`config.mk`:
```
export PLATFORM = sky130hd
export DESIGN_NAME = jk_count_sequencer_flat
export DESIGN_NICKNAME = d
export VERILOG_FILES = /design/src/rtl/jk_count_sequencer_pkg.sv /design/src/rtl/jk_count_sequencer_if.sv /design/src/rtl/jk_count_sequencer_bank.sv /design/src/rtl/jk_count_sequencer.sv /design/src/flat_wrapper.sv
export SDC_FILE = /design/constraint.sdc
export NUM_CORES = 1
export LEC_CHECK = 0
export ABC_AREA = 1
export BUFFER_PORTS_ARGS = -buffer_cell sky130_fd_sc_hd__buf_2
export CAP_MARGIN = 20
export CORE_MARGIN = 5
export CORE_UTILIZATION = 42
export DETAILED_ROUTE_END_ITERATION = 12
export GPL_ROUTABILITY_DRIVEN = 1
export PLACE_DENSITY = 0.66
export SYNTH_ARGS = -nofsm -noshare
export SYNTH_HDL_FRONTEND = slang
export SYNTH_HIERARCHICAL = 1
export SYNTH_SLANG_ARGS = --single-unit
```
`constraint.sdc`:
```
create_clock -name clk -period 1.5 [get_ports clk]
set_input_delay 0.075 -clock clk [delete_from_list [all_inputs] [get_ports clk]]
set_output_delay 0.075 -clock clk [all_outputs]
set_load 0.1 [all_outputs]
```
`src/rtl/jk_count_sequencer_pkg.sv`:
```
`default_nettype none
// ============================================================================
// Module      : jk_seq_pkg
// Description : Shared types and defaults for the JK count sequencer: command
//               op encoding, FSM state encoding, default bank/length widths.
// Revision    : 1.0 - initial release
// ============================================================================
package jk_seq_pkg;

  localparam int WIDTH_DEF = 4;
  localparam int CNT_W_DEF = 8;

  typedef enum logic [1:0] {
    OP_CLEAR = 2'd0,
    OP_LOAD  = 2'd1,
    OP_UP    = 2'd2,
    OP_DOWN  = 2'd3
  } op_e;

  typedef enum logic [1:0] {
    ST_IDLE = 2'd0,
    ST_RUN  = 2'd1,
    ST_DONE = 2'd2
  } state_e;

endpackage
`default_nettype wire

```
`src/rtl/jk_count_sequencer_if.sv`:
```
`default_nettype none
// ============================================================================
// Module      : jk_count_sequencer_if
// Description : Command valid/ready channel between a host and the sequencer.
// Revision    : 1.0 - initial release
// ============================================================================
interface jk_count_sequencer_if #(
  parameter int WIDTH = 4,
  parameter int CNT_W = 8
);
  logic             cmd_valid;
  logic             cmd_ready;
  logic [1:0]       cmd_op;
  logic [CNT_W-1:0] cmd_len;
  logic [WIDTH-1:0] cmd_data;

  modport master (
    output cmd_valid, cmd_op, cmd_len, cmd_data,
    input  cmd_ready
  );

  modport slave (
    input  cmd_valid, cmd_op, cmd_len, cmd_data,
    output cmd_ready
  );
endinterface
`default_nettype wire

```
`src/rtl/jk_count_sequencer_bank.sv`:
```
`default_nettype none
// ============================================================================
// Module      : jk_bank
// Description : Bank of WIDTH generic JK flip-flops, async active-low reset.
//               Per bit: JK=00 hold, 01 reset, 10 set, 11 toggle.
// Revision    : 1.0 - initial release
// ============================================================================
module jk_bank #(
  parameter int WIDTH = 4
) (
  input  wire logic             clk,
  input  wire logic             rst,
  input  wire logic [WIDTH-1:0] j_i,
  input  wire logic [WIDTH-1:0] k_i,
  output logic      [WIDTH-1:0] q_o
);

  for (genvar i = 0; i < WIDTH; i++) begin : g_bit
    logic bit_q;

    // One JK flop: classic four-way next-state table
    always_ff @(posedge clk or negedge rst) begin
      if (!rst) begin
        bit_q <= 1'b0;
      end else begin
        case ({j_i[i], k_i[i]})
          2'b01:   bit_q <= 1'b0;
          2'b10:   bit_q <= 1'b1;
          2'b11:   bit_q <= ~bit_q;
          default: bit_q <= bit_q;
        endcase
      end
    end

    assign q_o[i] = bit_q;
  end

endmodule
`default_nettype wire

```
`src/rtl/jk_count_sequencer.sv`:
```
`default_nettype none
// ============================================================================
// Module      : jk_count_sequencer
// Description : Accepts CLEAR/LOAD/UP/DOWN commands over valid/ready and
//               drives J/K of a jk_bank each cycle until the command is done.
//               Optional saturation build: define JK_SEQ_SAT_EN.
// Revision    : 1.0 - initial release
// ============================================================================
module jk_count_sequencer
  import jk_seq_pkg::*;
#(
  parameter int WIDTH = WIDTH_DEF,
  parameter int CNT_W = CNT_W_DEF
) (
  input  wire logic       clk,
  input  wire logic       rst,
  jk_count_sequencer_if.slave cmd,
  output logic [WIDTH-1:0] q,
  output logic             busy,
  output logic             done,
  output logic             sat
);

  state_e           state_q, state_d;
  op_e              op_q;
  logic [CNT_W-1:0] len_q, len_d;
  logic [WIDTH-1:0] data_q;
  logic             accept;
  logic [WIDTH-1:0] jk_j, jk_k;
  logic             sat_hold;

  // State register
  always_ff @(posedge clk or negedge rst) begin
    if (!rst) state_q <= ST_IDLE;
    else      state_q <= state_d;
  end

  // Next-state, remaining-count and handshake decode
  always_comb begin
    state_d = state_q;
    len_d   = len_q;
    accept  = 1'b0;
    case (state_q)
      ST_IDLE: begin
        if (cmd.cmd_valid) begin
          accept = 1'b1;
          len_d  = cmd.cmd_len;
          // Counting with zero length has nothing to do; report completion
          if ((op_e'(cmd.cmd_op) == OP_UP || op_e'(cmd.cmd_op) == OP_DOWN) &&
              (cmd.cmd_len == '0))
            state_d = ST_DONE;
          else
            state_d = ST_RUN;
        end
      end
      ST_RUN: begin
        len_d = len_q - 1'b1;
        if (op_q == OP_CLEAR || op_q == OP_LOAD || len_q == CNT_W'(1))
          state_d = ST_DONE;
      end
      ST_DONE: state_d = ST_IDLE;
      default: state_d = ST_IDLE;
    endcase
  end

  assign cmd.cmd_ready = (state_q == ST_IDLE);
  assign busy          = (state_q != ST_IDLE);
  assign done          = (state_q == ST_DONE);

  // Command latch; fields are captured once so the host may change them
  always_ff @(posedge clk or negedge rst) begin
    if (!rst) begin
      op_q   <= OP_CLEAR;
      data_q <= '0;
      len_q  <= '0;
    end else begin
      len_q <= len_d;
      if (accept) begin
        op_q   <= op_e'(cmd.cmd_op);
        data_q <= cmd.cmd_data;
      end
    end
  end

`ifdef JK_SEQ_SAT_EN
  // Counting would wrap: hold the bank instead
  assign sat_hold = (state_q == ST_RUN) &&
                    ((op_q == OP_UP   && (&q)) ||
                     (op_q == OP_DOWN && ~(|q)));

  logic sat_q;

  // Sticky saturation flag, cleared when the next command is taken
  always_ff @(posedge clk or negedge rst) begin
    if (!rst)          sat_q <= 1'b0;
    else if (accept)   sat_q <= 1'b0;
    else if (sat_hold) sat_q <= 1'b1;
  end

  assign sat = sat_q;
`else
  assign sat_hold = 1'b0;
  assign sat      = 1'b0;
`endif

  // J/K generation: ripple-counter toggle enables derived from current q
  always_comb begin
    logic ones;
    logic zeros;
    jk_j  = '0;
    jk_k  = '0;
    ones  = 1'b1;
    zeros = 1'b1;
    if (state_q == ST_RUN && !sat_hold) begin
      case (op_q)
        OP_CLEAR: jk_k = {WIDTH{1'b1}};
        OP_LOAD: begin
          jk_j = data_q;
          jk_k = ~data_q;
        end
        OP_UP: begin
          for (int i = 0; i < WIDTH; i++) begin
            jk_j[i] = ones;
            jk_k[i] = ones;
            ones    = ones & q[i];
          end
        end
        OP_DOWN: begin
          for (int i = 0; i < WIDTH; i++) begin
            jk_j[i] = zeros;
            jk_k[i] = zeros;
            zeros   = zeros & ~q[i];
          end
        end
        default: begin
          jk_j = '0;
          jk_k = '0;
        end
      endcase
    end
  end

  jk_bank #(.WIDTH(WIDTH)) u_bank (
    .clk (clk),
    .rst (rst),
    .j_i (jk_j),
    .k_i (jk_k),
    .q_o (q)
  );

endmodule
`default_nettype wire

```
`src/flat_wrapper.sv`:
```
// flat-port wrapper written by rule: the top's interface ports become plain ports
module jk_count_sequencer_flat import jk_seq_pkg::*;
#(
  parameter int WIDTH = WIDTH_DEF,
  parameter int CNT_W = CNT_W_DEF
)
  (clk, rst, q, busy, done, sat, cmd_cmd_valid, cmd_cmd_op, cmd_cmd_len, cmd_cmd_data, cmd_cmd_ready);
  jk_count_sequencer_if #(.WIDTH(WIDTH), .CNT_W(CNT_W)) cmd_i ();
  input  wire logic clk;
  input  wire logic rst;
  output logic [WIDTH-1:0] q;
  output logic busy;
  output logic done;
  output logic sat;
  input wire logic [$bits(cmd_i.cmd_valid)-1:0] cmd_cmd_valid;
  input wire logic [$bits(cmd_i.cmd_op)-1:0] cmd_cmd_op;
  input wire logic [$bits(cmd_i.cmd_len)-1:0] cmd_cmd_len;
  input wire logic [$bits(cmd_i.cmd_data)-1:0] cmd_cmd_data;
  output wire logic [$bits(cmd_i.cmd_ready)-1:0] cmd_cmd_ready;
  assign cmd_i.cmd_valid = cmd_cmd_valid;
  assign cmd_i.cmd_op = cmd_cmd_op;
  assign cmd_i.cmd_len = cmd_cmd_len;
  assign cmd_i.cmd_data = cmd_cmd_data;
  assign cmd_cmd_ready = cmd_i.cmd_ready;
  jk_count_sequencer #(.WIDTH(WIDTH), .CNT_W(CNT_W)) u_core (.clk(clk), .rst(rst), .cmd(cmd_i), .q(q), .busy(busy), .done(done), .sat(sat));
endmodule
```
After elaboration in Yosys (flattened, before gate mapping)
Cells that the tools add are included.
{ "op_classes": {"addsub": 1, "multipliers": 0, "n_div": 0, "order_cmp": 0, "eq_ne": 22, "n_shift": 0, "muxes": 16, "n_bitwise": 9, "n_reduce_logical": 15} }
{ "ops": {"columns": ["operator", "n"], "rows": [
  ["$eq 2x2->1 const B", 13],
  ["$pmux 4 s4", 1],
  ["$pmux 8 s2", 1],
  ["$eq 2x1->1 const B", 6],
  ["$pmux 1 s3", 4],
  ["$pmux 4 s3", 1],
  ["$reduce_bool 3->1", 4],
  ["$eq 8x1->1 const B", 1],
  ["$logic_not 8->1", 1],
  ["$mux 4", 2],
  ["$mux 8", 1],
  ["$sub 8x1->8 const B", 1],
  ["$mux 2", 3],
  ["$and 1x1->1", 4],
  ["$logic_not 2->1", 2],
  ["$not 1->1", 4],
  ["$not 4->4", 1],
  ["$pmux 2 s2", 1],
  ["$reduce_and 2->1", 2],
  ["$reduce_bool 2->1", 2],
  ["$logic_or 1x1->1", 3],
  ["$mux 1", 2],
  ["$ne 2x1->1 const B", 1],
  ["$ne 2x2->1 const B", 1],
  ["$logic_and 1x1->1", 1]
]} }
{ "word_totals": {"register_bits": 20, "latchBits": 0, "ramBits": 0, "mem_bits_ro": 0, "in_bits": 17, "out_inout_bits": 8, "wordCells": 71, "n_memories": 0} }

Longest topological paths before layout
Gate-level depths: netlist (run 1).
{ "logic_depth": {"ltp_word": 7, "depth_mapped": 10, "ltp_nobuf": 10} }

By module
Netlist (run 1), hierarchy kept.
{ "modules_own_cells": {"columns": ["mod", "n_inst", "cells_per_inst", "area_each_um2", "seq_area_each_um2"], "rows": [
  ["jk_count_sequencer", 1, 171, 1111.1, 400.4],
  ["jk_bank", 1, 28, 205.2, 100.1]
]} }

Worst setup path before layout (run 1)
Ideal clock, no wire load.
{ "synth_path": {"path_kind": "flip-flop to output port", "from": "register u_core.state_q[0]", "to": "output port busy", "arrival_time_ns": 1.971, "required_ns": 1.425, "slack_ns": -0.546, "path_stages_with_launch": 3, "n_path_buf": 0, "path_cell_list": "dfrtp_1 > nor2_2 > inv_1"} }
{ "synth_between": {"elab_chain_len": 1} }
{ "synth_rtl": {"columns": ["element", "line_no", "rtl"], "rows": [
  ["from (decl)", "jk_count_sequencer.sv:24", "state_e state_q, state_d;"],
  ["from (signal assigned)", "jk_count_sequencer.sv:35", "else state_q <= state_d;"],
  ["$reduce_bool 2->1", "jk_count_sequencer.sv:67", "assign busy = (state_q != ST_IDLE);"],
  ["to (decl)", "flat_wrapper.sv:12", "output logic busy;"]
]} }
No other way between the ends.

Final worst setup path (run 1)
{ "layout_path": {"from": "register u_core.state_q[0]", "to": "output port cmd_cmd_ready"} }
{ "layout_between": {"elab_chain_len": 1} }
{ "layout_rtl": {"columns": ["element", "line_no", "rtl"], "rows": [
  ["$logic_not 2->1", "jk_count_sequencer.sv:66", "assign cmd.cmd_ready = (state_q == ST_IDLE);"],
  ["to (decl)", "flat_wrapper.sv:19", "output wire logic [$bits(cmd_i.cmd_ready)-1:0] cmd_cmd_ready;"]
]} }
No other way between the ends.

==> flow_summary_export.csv, run 1 <==
group,metric,value,unit
yosys,synth_area_leaders,"dfrtp_1, nand2_1, inv_1, o21ai_0, nor2_1",
worst_setup_path,cp.arrival,1.30,ns
timing,post-route-period-util,0.917,
cts,htree_levels,1,
flow_run,drv_cap,0,
worst_setup_path,reg2reg_depth,8,
pwr,power_density,2360,nW/um2
worst_setup_path,path_cells,"nor2_4 -> buf_2",
timing,finalSetupTns,0,ns
placement,placed_area,1440,um2
floorplan,die_h,66.0,um
placement,portBuffers,23,
yosys,yosys_warnings,6,
worst_setup_path,crit_family,"flip-flops",
worst_setup_path,cp-end-kind,"primary output",
cts,cts-root-buf,"clkbuf_4",
routing,vias,1252,
floorplan,fp.dieW,66.0,um
grt,antenna_found_initial,0,
cts,insertion_delay,0.31,ns
cts,clkTransAtPathRegs,0.11,ns
timing,holdWs,0.0156,ns
cts,clkSinkCount,20,
outcome,outcome,"complete, no violations",
timing,finClkSkew,0.0111,ns
yosys,yosys_register_bits,20,
timing,final_max_slew_viol_count,0,
pwr,leakagePower,0.883,nW
placement,place_hpwl,2100,um
routing,detail_route.wl_per_cell,10.6,um
yosys,synthesis.area,1320,um2
layout,final_nets,245,
worst_setup_path,crit_end,"cmd_cmd_ready",
worst_setup_path,crit_path_max_fanout,4,
routing,avgViaCountPerCell,4.65,
worst_setup_path,setup.worst_path.start,"u_core/state_q[0]",
layout,layout-drive-gt1-share,0.182,
worst_setup_path,worst-setup-path-type,"reg -> out",
routing,ant_nets,0,
grt,grt_max_degree,21,
worst_setup_path,r2r_setup_slack,0.17,ns
layout,design_area,1560,um2
timing,rsz0062_at_grt,"no",
routing,firstDrtPassIters,4,
yosys,synth_nets,218,
layout,num-fill-cells,318,
placement,finalWeightedCongestion,0.880,
worst_setup_path,cp.depth,2,
cts,cts_made_buffers,3,
floorplan,ios,25,
grt,gr-total-overflow,0,
layout,fin_util,0.516,
worst_setup_path,regToRegEndpoint,"u_core/len_q[4]",
floorplan,initial_core_util,0.435,
yosys,syn_inst,199,
cts,cts_tree,"yes",
routing,dr.first_iter.drc_count,29,
yosys,ys_seq_area_frac,0.380,
routing,drt_wl_total,2860,um
floorplan,coreArea,3030,um2
yosys,syn_avg_cell_area,6.61,um2
timing,final-hold-violation-count,0,
floorplan,dieArea,4350,um2
worst_setup_path,cp_slowest_cell,"dfrtp_1",
grt,grt_pass1_vias,1219,
worst_setup_path,cpPeakStageDelay,0.45,ns
layout,area_delta_synth_final,18.7,%
hold_path,hold_path.class,"in -> reg",
timing,fmax,727,MHz
grt,grt_usage,0.148,
worst_setup_path,critPathBufInv,1,
grt,grt_pass1_wl,5040,um
worst_setup_path,r2r_start,"u_core/len_q[0]",
cts,clockBufferDepth,2,
timing,period_needed,1.38,ns
layout,final_common_cell,"nand2_1",
floorplan,rows,20,
timing,finalSetupViolCount,0,
layout,final_cell_mix,"nand2_1, inv_1, buf_2",
yosys,synth_top_area_frac,0.380,
yosys,ys_types,22,
layout,insertedDiodeCount,0,
worst_setup_path,worstPathRequired,1.42,ns
cts,post-cts-setup-buffer-count,0,
routing,drc,0,
yosys,synth_area_leader_cell,"dfrtp_1",
worst_setup_path,start_kind,"flop",
pwr,vdd_ir_drop_max,0.00126,V
area by class of cell:
| type | instances | area (um2) | area share |
|---|---|---|---|
| multi-input combinational | 130 | 607 | 0.388 |
| sequential | 20 | 502 | 0.321 |
| timing repair buffer | 32 | 200 | 0.128 |
| inverter | 39 | 146 | 0.0937 |
| tap | 44 | 55.1 | 0.0352 |
| clock inverter | 1 | 30.0 | 0.0192 |
| clock buffer | 3 | 22.5 | 0.0144 |
metrics by stage:
| step | total power, mW | std cells | worst slack [ns] |
|---|---|---|---|
| finish | 3.68 | 269 | 0.125 |
| global route | 4.01 | 269 | 0.0561 |
| CTS | 3.70 | 269 | 0.0989 |
| detailed placement | 3.22 | 258 | 0.211 |
| global placement | 3.22 | 258 | 0.222 |
| floorplan | 2.93 | 199 | -0.0948 |
metal layers:
layer | vias up | global-route usage | share of wire
met4 | 0 | 0.0431 | 0.014
li1 | 651 | - | -
met2 | 30 | 0.264 | 0.48
met5 | - | 0 | 0
met3 | 4 | 0.0408 | 0.042
met1 | 567 | 0.171 | 0.46
cell usage after synthesis (all sizes together):
master	number
a21oi	3
o221ai	1
nand3	13
inv	39
nand4	2
conb	1
o21a	1
nor3	1
o22ai	1
o211ai	1
dfrtp	20
ha	2
nor2	19
buf	10
nand2	67
o21ai	18
worst min path at each step:
stage,from,to,cells after the start
finish,cmd_cmd_len[2],u_core/len_q[2],3
global placement,rst,u_core/u_bank/g_bit[1].bit_q,1
detailed placement,rst,u_core/u_bank/g_bit[0].bit_q,1
CTS,cmd_cmd_len[2],u_core/len_q[2],3
floorplan,rst,u_core/data_q[0],0
global route,cmd_cmd_op[1],u_core/op_q[1],3
worst register-to-register path, stage by stage, from the launching register on:
cell and delay (ns):
dfrtp_1 0.43, inv_1 0.10, ha_1 0.19, inv_1 0.06, nor2_1 0.13, nand2_1 0.09
o22ai_1 0.14, nand2_1 0.07, nand2_1 0.06
registers in the layout (all words and copies together), names as in the netlist:
signal / flops
u_core/state_q: 2
u_core/len_q: 8
u_core/op_q: 2
u_core/data_q: 4
u_core/u_bank/g_bit.bit_q: 4
kinds of logic after synthesis:
| family | count (synthesis) | share of synthesized area |
|---|---|---|
| AOI/OAI and AO/OA | 25 | 0.108 |
| adders and majority gates | 2 | 0.0190 |
| buffers and inverters | 49 | 0.174 |
| DFF | 20 | 0.380 |
| other | 1 | 0.00285 |
| and+or+nand+nor | 102 | 0.316 |
power by group:
| group | switching (mW) | leakage (nW) | internal, mW |
|---|---|---|---|
| logic | 1.59 | 0.609 | 0.586 |
| registers | 0.268 | 0.246 | 0.801 |
| clock network | 0.172 | 0.0279 | 0.270 |
| total | 2.03 | 0.883 | 1.66 |
timing repair:
item | 4_1_cts | 5_1_grt
hold endpoints to repair | 26 | 0
setup endpoints to repair | 0 | 1
gates resized for setup | 0 | 1
hold buffers | 7 | 0
Power figures use the tool's default switching activity.
==> inputs of run 2 (changes only) <==
--- a/config.mk
+++ b/config.mk
@@ -8,11 +8,11 @@
 export ABC_AREA = 1
 export BUFFER_PORTS_ARGS = -buffer_cell sky130_fd_sc_hd__buf_2
 export CAP_MARGIN = 20
-export CORE_MARGIN = 5
 export CORE_UTILIZATION = 42
 export DETAILED_ROUTE_END_ITERATION = 12
 export GPL_ROUTABILITY_DRIVEN = 1
 export PLACE_DENSITY = 0.66
+export RECOVER_POWER = 25
 export SYNTH_ARGS = -nofsm -noshare
 export SYNTH_HDL_FRONTEND = slang
 export SYNTH_HIERARCHICAL = 1
==> run 2 against run 1 <==
Compared with the run above:
- the flow now finishes with violations (DRC)
- highest routed layer unchanged
- via count is 1.4% lower
- sequential cell count stayed put
- maximum frequency is 1.5% lower
- critical path depth stayed put
- largest cell class unchanged
- register-to-register slack hardly changed
==> flow_summary_export.csv, run 2 (same netlist as run 1, synthesis figures left out) <==
group,metric,value,unit
outcome,outcome,"finished, violations left",
outcome,failed_checks,"DRC",
worst_setup_path,worstPathRequired,1.42,ns
grt,met2_usage,0.335,
grt,grt_max_degree,21,
placement,placed_area,1420,um2
hold_path,hold_start,"cmd_cmd_op[1]",
timing,finalSetupViolCount,0,
cts,clockBufferDepth,2,
worst_setup_path,r2r_setup_slack,0.16,ns
placement,place_hpwl,2060,um
floorplan,ios,25,
pwr,p_comb_frac,0.624,
layout,area_delta_synth_final,15.8,%
pwr,power_density,2290,nW/um2
floorplan,initial_core_util,0.461,
cts,clkSinkCount,20,
routing,vias,1235,
cts,cts-root-buf,"clkbuf_4",
layout,num-fill-cells,299,
cts,post-cts-setup-buffer-count,0,
floorplan,coreArea,2850,um2
cts,clkTransAtPathRegs,0.11,ns
grt,grt_pass1_vias,1218,
timing,relSlewSlack,0.248,
timing,rsz0062_at_grt,"no",
floorplan,fp.dieW,58.0,um
routing,dr.first_iter.drc_count,57,
floorplan,die_h,58.0,um
cts,cts_made_buffers,3,
pwr,sw_frac_of_total,0.577,
cts,insertion_delay,0.30,ns
grt,grt_use_met3,0.0469,
routing,drc,1,
routing,firstDrtPassIters,8,
timing,finClkSkew,0.0102,ns
grt,use_met1,0.267,
pwr,p_seq_frac,0.304,
pwr,power.internal,1.48,mW
layout,insertedDiodeCount,0,
worst_setup_path,worst-setup-path-type,"reg -> out",
timing,fmax,717,MHz
placement,portBuffers,23,
layout,largestRegisters,"u_core/len_q: 8 flops, u_core/data_q: 4 flops, u_core/u_bank/g_bit.bit_q: 4 flops",
worst_setup_path,regToRegEndpoint,"u_core/len_q[4]",
worst_setup_path,r2r_start,"u_core/state_q[1]",
grt,gr-total-overflow,0,
pwr,leakagePower,0.871,nW
timing,tightest_slew,1.13,ns
worst_setup_path,start_kind,"flop",
routing,detail_route.wl_per_cell,11.1,um
floorplan,rows,19,
worst_setup_path,crit_path_max_fanout,4,
hold_path,hold_path_depth,3,
grt,grt-busiest-layer,"met2",
grt,antenna_found_initial,0,
floorplan,dieArea,3360,um2
routing,ant_nets,0,
layout,fin_util,0.534,
layout,design_area,1520,um2
flow_run,drv_cap,0,
pwr,p_total,3.49,mW
layout,layout-drive-gt1-share,0.169,
hold_path,hold_path.class,"in -> reg",
cts,htree_levels,1,
worst_setup_path,cp-end-kind,"primary output",
layout,regMostFlops,"u_core/len_q",
grt,grt_usage,0.204,
placement,finalWeightedCongestion,0.846,
layout,final_nets,246,
pwr,clockPowerShare,0.073,
timing,post-route-period-util,0.930,
grt,grt_pass1_wl,5280,um
worst_setup_path,cp.arrival,1.32,ns
layout,final_cell_mix,"nand2_1, inv_1, buf_2",
timing,final_max_slew_viol_count,0,
pwr,p_sw,2.01,mW
routing,avgViaCountPerCell,4.82,
worst_setup_path,reg2reg_depth,7,
routing,drt_wl_total,2850,um
hold_path,min_to,"u_core/op_q[1]",
layout,largest_reg_flops,8,
layout,final_common_cell,"nand2_1",
pwr,vdd_ir_drop_max,0.00135,V
timing,final-hold-violation-count,0,
timing,period_needed,1.40,ns
cts,post_cts_resized,0,
cts,cts_tree,"yes",
[run 2: worst max-delay path by stage]
stage,cells past startpoint,from,to,slack [ns]
4_1_cts,2,u_core/state_q[0],cmd_cmd_ready,0.08
3_5_place_dp,8,u_core/state_q[1],u_core/u_bank/g_bit[3].bit_q,0.20
2_1_floorplan,2,u_core/state_q[0],busy,-0.09
3_3_place_gp,8,u_core/state_q[1],u_core/u_bank/g_bit[3].bit_q,0.20
5_1_grt,6,u_core/len_q[4],u_core/len_q[7],0.007
6_report,2,u_core/state_q[0],cmd_cmd_ready,0.10
[run 2: final cells by class]
class / instances / area [um2] / area share
clock buffers: 3 / 22.5 / 0.0148
flip-flops and latches: 20 / 500 / 0.328
repair buffers: 33 / 209 / 0.137
multi-input cells: 130 / 607 / 0.398
inverters: 39 / 146 / 0.0961
well taps: 31 / 38.8 / 0.0255
[run 2: per-layer routing]
layer / vias up / routed length, um
met5: - / 0
met4: 0 / 36
met3: 6 / 125
met2: 29 / 1300
met1: 547 / 1390
li1: 653 / -
[run 2: what timing repair did]
action                                  in CTS  in global routing
hold endpoints to repair                    27                  0
hold buffers                                 8                  0
endpoints found under the setup margin       0                  0
[run 2: power groups by stage]
stage	logic (mW)	registers (mW)	clock network, mW
2_1_floorplan	1.96	0.972	0
3_3_place_gp	2.15	1.06	0
3_5_place_dp	2.16	1.07	0
6_report	2.17	1.06	0.254
5_1_grt	2.46	1.11	0.295
4_1_cts	2.17	1.06	0.271
[run 2: worst max-delay path, stage by stage, from the launching register on]
cell     delay [ns]
dfrtp_1        0.45
nor2_4         0.13
buf_2          0.44
[run 2: through the flow]
stage	instances	TNS, ns	hold WS [ns]	setup slack, ns
after floorplan	199	-0.277	-0.221	-0.0948
after global placement	245	0	0.0534	0.204
after detailed placement	245	0	0.0562	0.204
after CTS	256	0	0.0266	0.0842
after global routing	256	0	0.0559	0.00717
final	256	0	0.0427	0.104
